**config.mk**
```make
export PLATFORM = sky130hd
export DESIGN_NAME = bypass_ctrl
export DESIGN_NICKNAME = d
export VERILOG_FILES = /design/src/rtl/bypass_ctrl_pkg.sv /design/src/rtl/bypass_ctrl_match.sv /design/src/rtl/bypass_ctrl.sv
export SDC_FILE = /design/constraint.sdc
export NUM_CORES = 1
export LEC_CHECK = 0
export CORE_UTILIZATION = 45
export CTS_CLUSTER_DIAMETER = 60
export DETAILED_ROUTE_END_ITERATION = 10
export GPL_TIMING_DRIVEN = 0
export PLACE_DENSITY = 0.79
export SETUP_SLACK_MARGIN = 0.5
export SLEW_MARGIN = 20
export SYNTH_ARGS = -nofsm -noshare
export SYNTH_HDL_FRONTEND = slang
export SYNTH_HIERARCHICAL = 1
export SYNTH_SLANG_ARGS = --single-unit
export TNS_END_PERCENT = 50
```
**constraint.sdc**
```tcl
create_clock -name clk -period 2.9 [get_ports clk]
set_input_delay 0.29 -clock clk [delete_from_list [all_inputs] [get_ports clk]]
set_output_delay 0.29 -clock clk [all_outputs]
set_load 0.05 [all_outputs]
```
**src/rtl/bypass_ctrl_pkg.sv**
```systemverilog
// Shared definitions for the operand bypass controller.
// Holds the one-hot bypass select encodings, the RUN/STALL state encodings,
// and the layout of one shadow-pipeline stage entry.
package bypass_ctrl_pkg;

  localparam int NUM_SRC = 2;   // source operand fields per instruction: rs, rt
  localparam int SEL_W   = 4;
  localparam int REG_W   = 5;

  localparam logic [SEL_W-1:0] SEL_RF  = 4'b0001;
  localparam logic [SEL_W-1:0] SEL_EXE = 4'b0010;
  localparam logic [SEL_W-1:0] SEL_MEM = 4'b0100;
  localparam logic [SEL_W-1:0] SEL_WB  = 4'b1000;

  typedef enum logic {
    ST_RUN   = 1'b0,
    ST_STALL = 1'b1
  } state_t;

  // One in-flight writer as seen by the bypass network.
  typedef struct packed {
    logic             valid;
    logic [REG_W-1:0] waddr;
    logic             is_load;
  } stage_t;

endpackage

```
**src/rtl/bypass_ctrl_match.sv**
```systemverilog
// bypass_match: resolves one source register field against the three
// in-flight writers and produces a one-hot bypass select.
//   src      : source register number
//   exe/mem/wb: shadow pipeline entries, youngest first
//   sel      : one-hot select (SEL_RF / SEL_EXE / SEL_MEM / SEL_WB)
module bypass_match
  import bypass_ctrl_pkg::*;
(
  input  logic [REG_W-1:0] src,
  input  stage_t           exe,
  input  stage_t           mem,
  input  stage_t           wb,
  output logic [SEL_W-1:0] sel
);

  // The load flag only matters for stall detection, not for source selection.
  logic unused_ld;
  assign unused_ld = exe.is_load ^ mem.is_load ^ wb.is_load;

  // $0 is hardwired to zero, so it never takes a bypass path.
  always_comb begin
    sel = SEL_RF;
    if (src != '0) begin
      if (exe.valid && exe.waddr == src)      sel = SEL_EXE;
      else if (mem.valid && mem.waddr == src) sel = SEL_MEM;
      else if (wb.valid && wb.waddr == src)   sel = SEL_WB;
    end
  end

endmodule

```
**src/rtl/bypass_ctrl.sv**
```systemverilog
// bypass_ctrl: operand bypass and load-use stall controller.
// Tracks the writers in EXE/MEM/WB with a shadow pipeline and drives the
// downstream bypass mux selects for rs and rt with zero latency.
//   clk, rst          : clock, asynchronous active-high reset
//   id_ins            : IF/ID instruction (rs = [25:21], rt = [20:16])
//   id_valid          : id_ins is a real instruction
//   id_uses_rs/rt     : ID instruction reads rs / rt
//   id_wreg_en/addr   : ID instruction writes register id_wreg_addr
//   id_is_load        : ID instruction is a load
//   flush             : squash the instruction leaving ID
//   rs_sel, rt_sel    : one-hot bypass selects
//   stall             : hold PC and IF/ID, bubble into EXE
//   stall_cnt         : saturating count of stall cycles
module bypass_ctrl
  import bypass_ctrl_pkg::*;
#(
  parameter int CNT_W = 16
) (
  input  logic             clk,
  input  logic             rst,
  input  logic [31:0]      id_ins,
  input  logic             id_valid,
  input  logic             id_uses_rs,
  input  logic             id_uses_rt,
  input  logic             id_wreg_en,
  input  logic [REG_W-1:0] id_wreg_addr,
  input  logic             id_is_load,
  input  logic             flush,
  output logic [SEL_W-1:0] rs_sel,
  output logic [SEL_W-1:0] rt_sel,
  output logic             stall,
  output logic [CNT_W-1:0] stall_cnt
);

  logic unused_ins;
  assign unused_ins = ^{id_ins[31:26], id_ins[15:0]};

  logic [NUM_SRC-1:0][REG_W-1:0] src;
  logic [NUM_SRC-1:0]            src_used;
  logic [NUM_SRC-1:0][SEL_W-1:0] sel;

  assign src[0]      = id_ins[25:21];
  assign src[1]      = id_ins[20:16];
  assign src_used[0] = id_uses_rs;
  assign src_used[1] = id_uses_rt;

  stage_t exe_q, mem_q, wb_q, exe_d;
  state_t state_q, state_d;
  logic   load_use;

  // ---------------------------------------------------------------- selects
  for (genvar g = 0; g < NUM_SRC; g++) begin : g_src
    bypass_match u_match (
      .src (src[g]),
      .exe (exe_q),
      .mem (mem_q),
      .wb  (wb_q),
      .sel (sel[g])
    );
  end

  assign rs_sel = sel[0];
  assign rt_sel = sel[1];

  // ---------------------------------------------------------------- load-use
  // A load in EXE has no result yet; a dependent ID instruction must wait one
  // cycle so that the load reaches MEM and its data can be bypassed from there.
  always_comb begin
    logic hit;
    hit = 1'b0;
    for (int i = 0; i < NUM_SRC; i++)
      hit = hit | (src_used[i] & (src[i] == exe_q.waddr));
    load_use = id_valid & exe_q.valid & exe_q.is_load & (exe_q.waddr != '0) & hit;
  end

  // ---------------------------------------------------------------- FSM
  always_ff @(posedge clk or posedge rst) begin
    if (rst) state_q <= ST_RUN;
    else     state_q <= state_d;
  end

  always_comb begin
    state_d = state_q;
    case (state_q)
      ST_RUN:   if (load_use && !flush) state_d = ST_STALL;
      ST_STALL: state_d = ST_RUN;
      default:  state_d = ST_RUN;
    endcase
  end

  // In STALL the bubble already occupies EXE, so a repeat stall is impossible;
  // gating on the state makes the one-cycle bound explicit. Flush wins.
  always_comb begin
    stall = (state_q == ST_RUN) & load_use & ~flush;
  end

  // ---------------------------------------------------------------- shadow pipe
  always_comb begin
    exe_d.valid   = id_valid & id_wreg_en & ~stall & ~flush;
    exe_d.waddr   = id_wreg_addr;
    exe_d.is_load = id_is_load;
  end

  always_ff @(posedge clk or posedge rst) begin
    if (rst) begin
      exe_q <= '0;
      mem_q <= '0;
      wb_q  <= '0;
    end else begin
      exe_q <= exe_d;
      mem_q <= exe_q;
      wb_q  <= mem_q;
    end
  end

  // ---------------------------------------------------------------- statistics
  always_ff @(posedge clk or posedge rst) begin
    if (rst)                          stall_cnt <= '0;
    else if (stall && stall_cnt != '1) stall_cnt <= stall_cnt + CNT_W'(1);
  end

endmodule
```
==> flow_summary.html <==
<table>
<tr><th>Metric</th><th>Value</th></tr>
<tr><th colspan="2">Route</th></tr>
<tr><td>Post-Route WL</td><td>4350 um</td></tr>
<tr><td>Initial DRC Count</td><td>41</td></tr>
<tr><td>Routed via count divided by cell count</td><td>5.38</td></tr>
<tr><td>Via count</td><td>1506</td></tr>
<tr><td>First-pass iteration count of the detailed router</td><td>4</td></tr>
<tr><td>Antenna Nets Post-Route</td><td>0</td></tr>
<tr><td>DRC viols</td><td>0</td></tr>
<tr><td>Per-cell routed wire length</td><td>15.6 um</td></tr>
<tr><th colspan="2">Clock network</th></tr>
<tr><td>Number of buffers created by CTS</td><td>5</td></tr>
<tr><td>Clock transition at the registers of the reported paths</td><td>0.07 ns</td></tr>
<tr><td>CTS max path bufs</td><td>2</td></tr>
<tr><td>CTS tree</td><td>yes</td></tr>
<tr><td>CTS Root Buffer Type</td><td>clkbuf_8</td></tr>
<tr><td>Clock sink total</td><td>36</td></tr>
<tr><td>H-tree depth</td><td>2</td></tr>
<tr><td>Worst-skew pair later-pin latency</td><td>0.29 ns</td></tr>
<tr><td>Post-cts hold buffer count</td><td>0</td></tr>
<tr><th colspan="2">Die</th></tr>
<tr><td>Starting density of the core</td><td>48.5%</td></tr>
<tr><td>Core Region</td><td>4140 sq um</td></tr>
<tr><td>Number of top-level pins</td><td>70</td></tr>
<tr><td>Vertical die dimension</td><td>68.8 um</td></tr>
<tr><td>Standard-cell row count</td><td>23</td></tr>
<tr><td>Die outline area</td><td>4730 sq um</td></tr>
<tr><td>Width of the die</td><td>68.8 um</td></tr>
<tr><th colspan="2">Timing</th></tr>
<tr><td>Shortest period the worst path allows</td><td>2.38 ns</td></tr>
<tr><td>Achievable frequency</td><td>0.421 GHz</td></tr>
<tr><td>Fraction of the cycle the final worst path needs</td><td>82.0%</td></tr>
<tr><td>Fin. Hold Viols</td><td>0</td></tr>
<tr><td>Worst clock skew on the final layout</td><td>0.00900 ns</td></tr>
<tr><td>Unrepaired setup endpoints after global routing</td><td>true</td></tr>
<tr><td>Final Setup Violations</td><td>0</td></tr>
<tr><td>Number of pins exceeding their max-slew limit in the final report</td><td>0</td></tr>
<tr><td>Headroom to the max-slew limit</td><td>50.2%</td></tr>
<tr><td>Worst-Margin Slew</td><td>0.746 ns</td></tr>
<tr><td>Sum Neg Setup Slack</td><td>0 ns</td></tr>
<tr><th colspan="2">Worst hold path</th></tr>
<tr><td>Launch point of the worst hold path</td><td>mem_q[6]</td></tr>
<tr><td>Terminating pin of the worst hold path</td><td>wb_q[6]</td></tr>
<tr><td>Cell depth of the worst hold path</td><td>0</td></tr>
<tr><td>Hold WC Path Type</td><td>reg2reg</td></tr>
<tr><th colspan="2">Final layout</th></tr>
<tr><td>Total number of nets in the final design</td><td>275</td></tr>
<tr><td>Layout cells sized above 1</td><td>20.0%</td></tr>
<tr><td>Post-route cell area</td><td>2650 sq um</td></tr>
<tr><td>ANT cells</td><td>0</td></tr>
<tr><td>Synthesis-to-finish area growth</td><td>32.0%</td></tr>
<tr><th colspan="2">Run</th></tr>
<tr><td>Max-cap viol count</td><td>0</td></tr>
<tr><th colspan="2">Yosys</th></tr>
<tr><td>Total of warnings raised by yosys</td><td>6</td></tr>
<tr><td>Post-synthesis average cell area</td><td>11.5 sq um</td></tr>
<tr><td>Synthesized instance count</td><td>174</td></tr>
<tr><td>Netlist area before placement</td><td>2010 sq um</td></tr>
<tr><td>Syn Nets</td><td>220</td></tr>
<tr><th colspan="2">Global route</th></tr>
<tr><td>Global router's overall resource usage</td><td>20.7%</td></tr>
<tr><td>Largest net degree at the start of global routing</td><td>37</td></tr>
<tr><td>Gr ovfl total</td><td>0</td></tr>
<tr><td>Global-route wire length before repair</td><td>7030 um</td></tr>
<tr><td>Met1 layer usage reported by global route</td><td>23.9%</td></tr>
<tr><td>Grt peak-use layer</td><td>met2</td></tr>
<tr><td>M3 GR Usage</td><td>3.62%</td></tr>
<tr><td>Vias in the first global route</td><td>1537</td></tr>
<tr><td>Initial antenna violation count</td><td>0</td></tr>
<tr><td>Global routing met2 resource utilization</td><td>37.6%</td></tr>
<tr><th colspan="2">Outcome</th></tr>
<tr><td>Status</td><td>finished clean</td></tr>
<tr><th colspan="2">Place</th></tr>
<tr><td>Half-perimeter wire length after detailed placement</td><td>3150 um</td></tr>
<tr><td>Routability-driven placement congestion ratio</td><td>0.838</td></tr>
<tr><td>Number of I/O port buffers</td><td>47</td></tr>
<tr><td>Placed instance area</td><td>2540 sq um</td></tr>
<tr><th colspan="2">Setup path</th></tr>
<tr><td>Critical path type</td><td>in2out</td></tr>
<tr><td>Startpoint of the worst register-to-register path</td><td>exe_q[2]</td></tr>
<tr><td>Reg2Reg Capture Point</td><td>stall_cnt[1]</td></tr>
<tr><td>Sort of element at the start of the critical path</td><td>input port</td></tr>
<tr><td>Required time of the critical path</td><td>2.61 ns</td></tr>
<tr><td>Worst Path Arrival</td><td>2.09 ns</td></tr>
<tr><td>Worst reg-to-reg path cell count</td><td>4</td></tr>
<tr><td>Maximum fanout encountered on the critical timing path</td><td>5</td></tr>
<tr><td>Reg-to-reg setup timing slack</td><td>1.11 ns</td></tr>
<tr><td>Setup crit end kind</td><td>primary output</td></tr>
<tr><th colspan="2">Pwr</th></tr>
<tr><td>Leakage component of the power</td><td>1.12 nW</td></tr>
<tr><td>Worst IR drop on VDD</td><td>324 uV</td></tr>
<tr><td>Pwr/cell area</td><td>411 nW/um^2</td></tr>
</table>
routing by layer:
layer,up-vias,share of wire [%]
li1,729,-
met1,723,42
met2,47,51
met3,7,5.1
met4,0,1.5
met5,-,0
registers in the layout, indices dropped and copies added (netlist names):
signal     cells
state_q        1
wb_q           6
mem_q          6
stall_cnt     16
exe_q          7
final cells by class:
class | instances | area, sq um
buffer | 2 | 22.5
clock buffer | 6 | 72.6
clock inverter | 2 | 35.0
fill | 357 | 1490
inverter | 3 | 11.3
multi-input combinational | 133 | 1070
sequential | 36 | 901
tap | 50 | 62.6
timing repair buffer | 48 | 472
what timing repair did:
item | 4_1_cts | 5_1_grt
gates resized for setup | 44 | 8
setup buffers | 0 | 1
pin swaps | 0 | 1
endpoints found under the setup margin | 9 | 9
cloned | 0 | 0
per-stage QoR:
stage,worst slack (ns),utilization [%],total power [mW],hold slack [ns],std cells
global placement,-0.0707,61.3,0.666,0.381,271
floorplan,0.566,-,0.608,0.321,174
detailed placement,-0.0630,61.3,0.670,0.384,271
global route,0.419,63.9,1.13,0.425,280
finish,0.522,63.9,1.09,0.398,280
CTS,0.411,63.6,1.10,0.401,279
worst max-delay path by stage:
stage	startpoint	to	slack, ns	depth (start not counted)
global route	exe_q[2]	stall	0.42	4
detailed placement	id_ins[16]	stall	-0.06	6
CTS	id_ins[18]	stall	0.41	6
global placement	id_ins[16]	stall	-0.07	6
floorplan	exe_q[1]	rs_sel[0]	0.57	4
finish	id_ins[25]	rs_sel[1]	0.52	6
worst max-delay path: stages:
cell	delay [ns]
clkdlybuf4s50_1	0.55
xor2_1	0.22
nor4_1	0.27
and3_4	0.27
and2_4	0.13
clkdlybuf4s18_2	0.35
power by group:
group / internal (mW) / total [mW] / leakage (nW) / switching [mW]
clock network: 0.255 / 0.432 / 0.0552 / 0.177
registers: 0.515 / 0.533 / 0.464 / 0.0180
logic: 0.0620 / 0.123 / 0.603 / 0.0615
total: 0.832 / 1.09 / 1.12 / 0.257
layout by cell type (no fill, tap or decap), types with 4 or more instances in the layout:
cell type,n
nor4_1,6
xor2_1,24
clkdlybuf4s50_1,30
nand4_1,12
clkbuf_8,5
dfrtp_1,36
nand3_1,6
nand2_1,5
xnor2_1,28
dlygate4sd2_1,5
and3_1,9
nor2_1,4
clkdlybuf4s15_2,4
(Power assumes the default switching activity.)
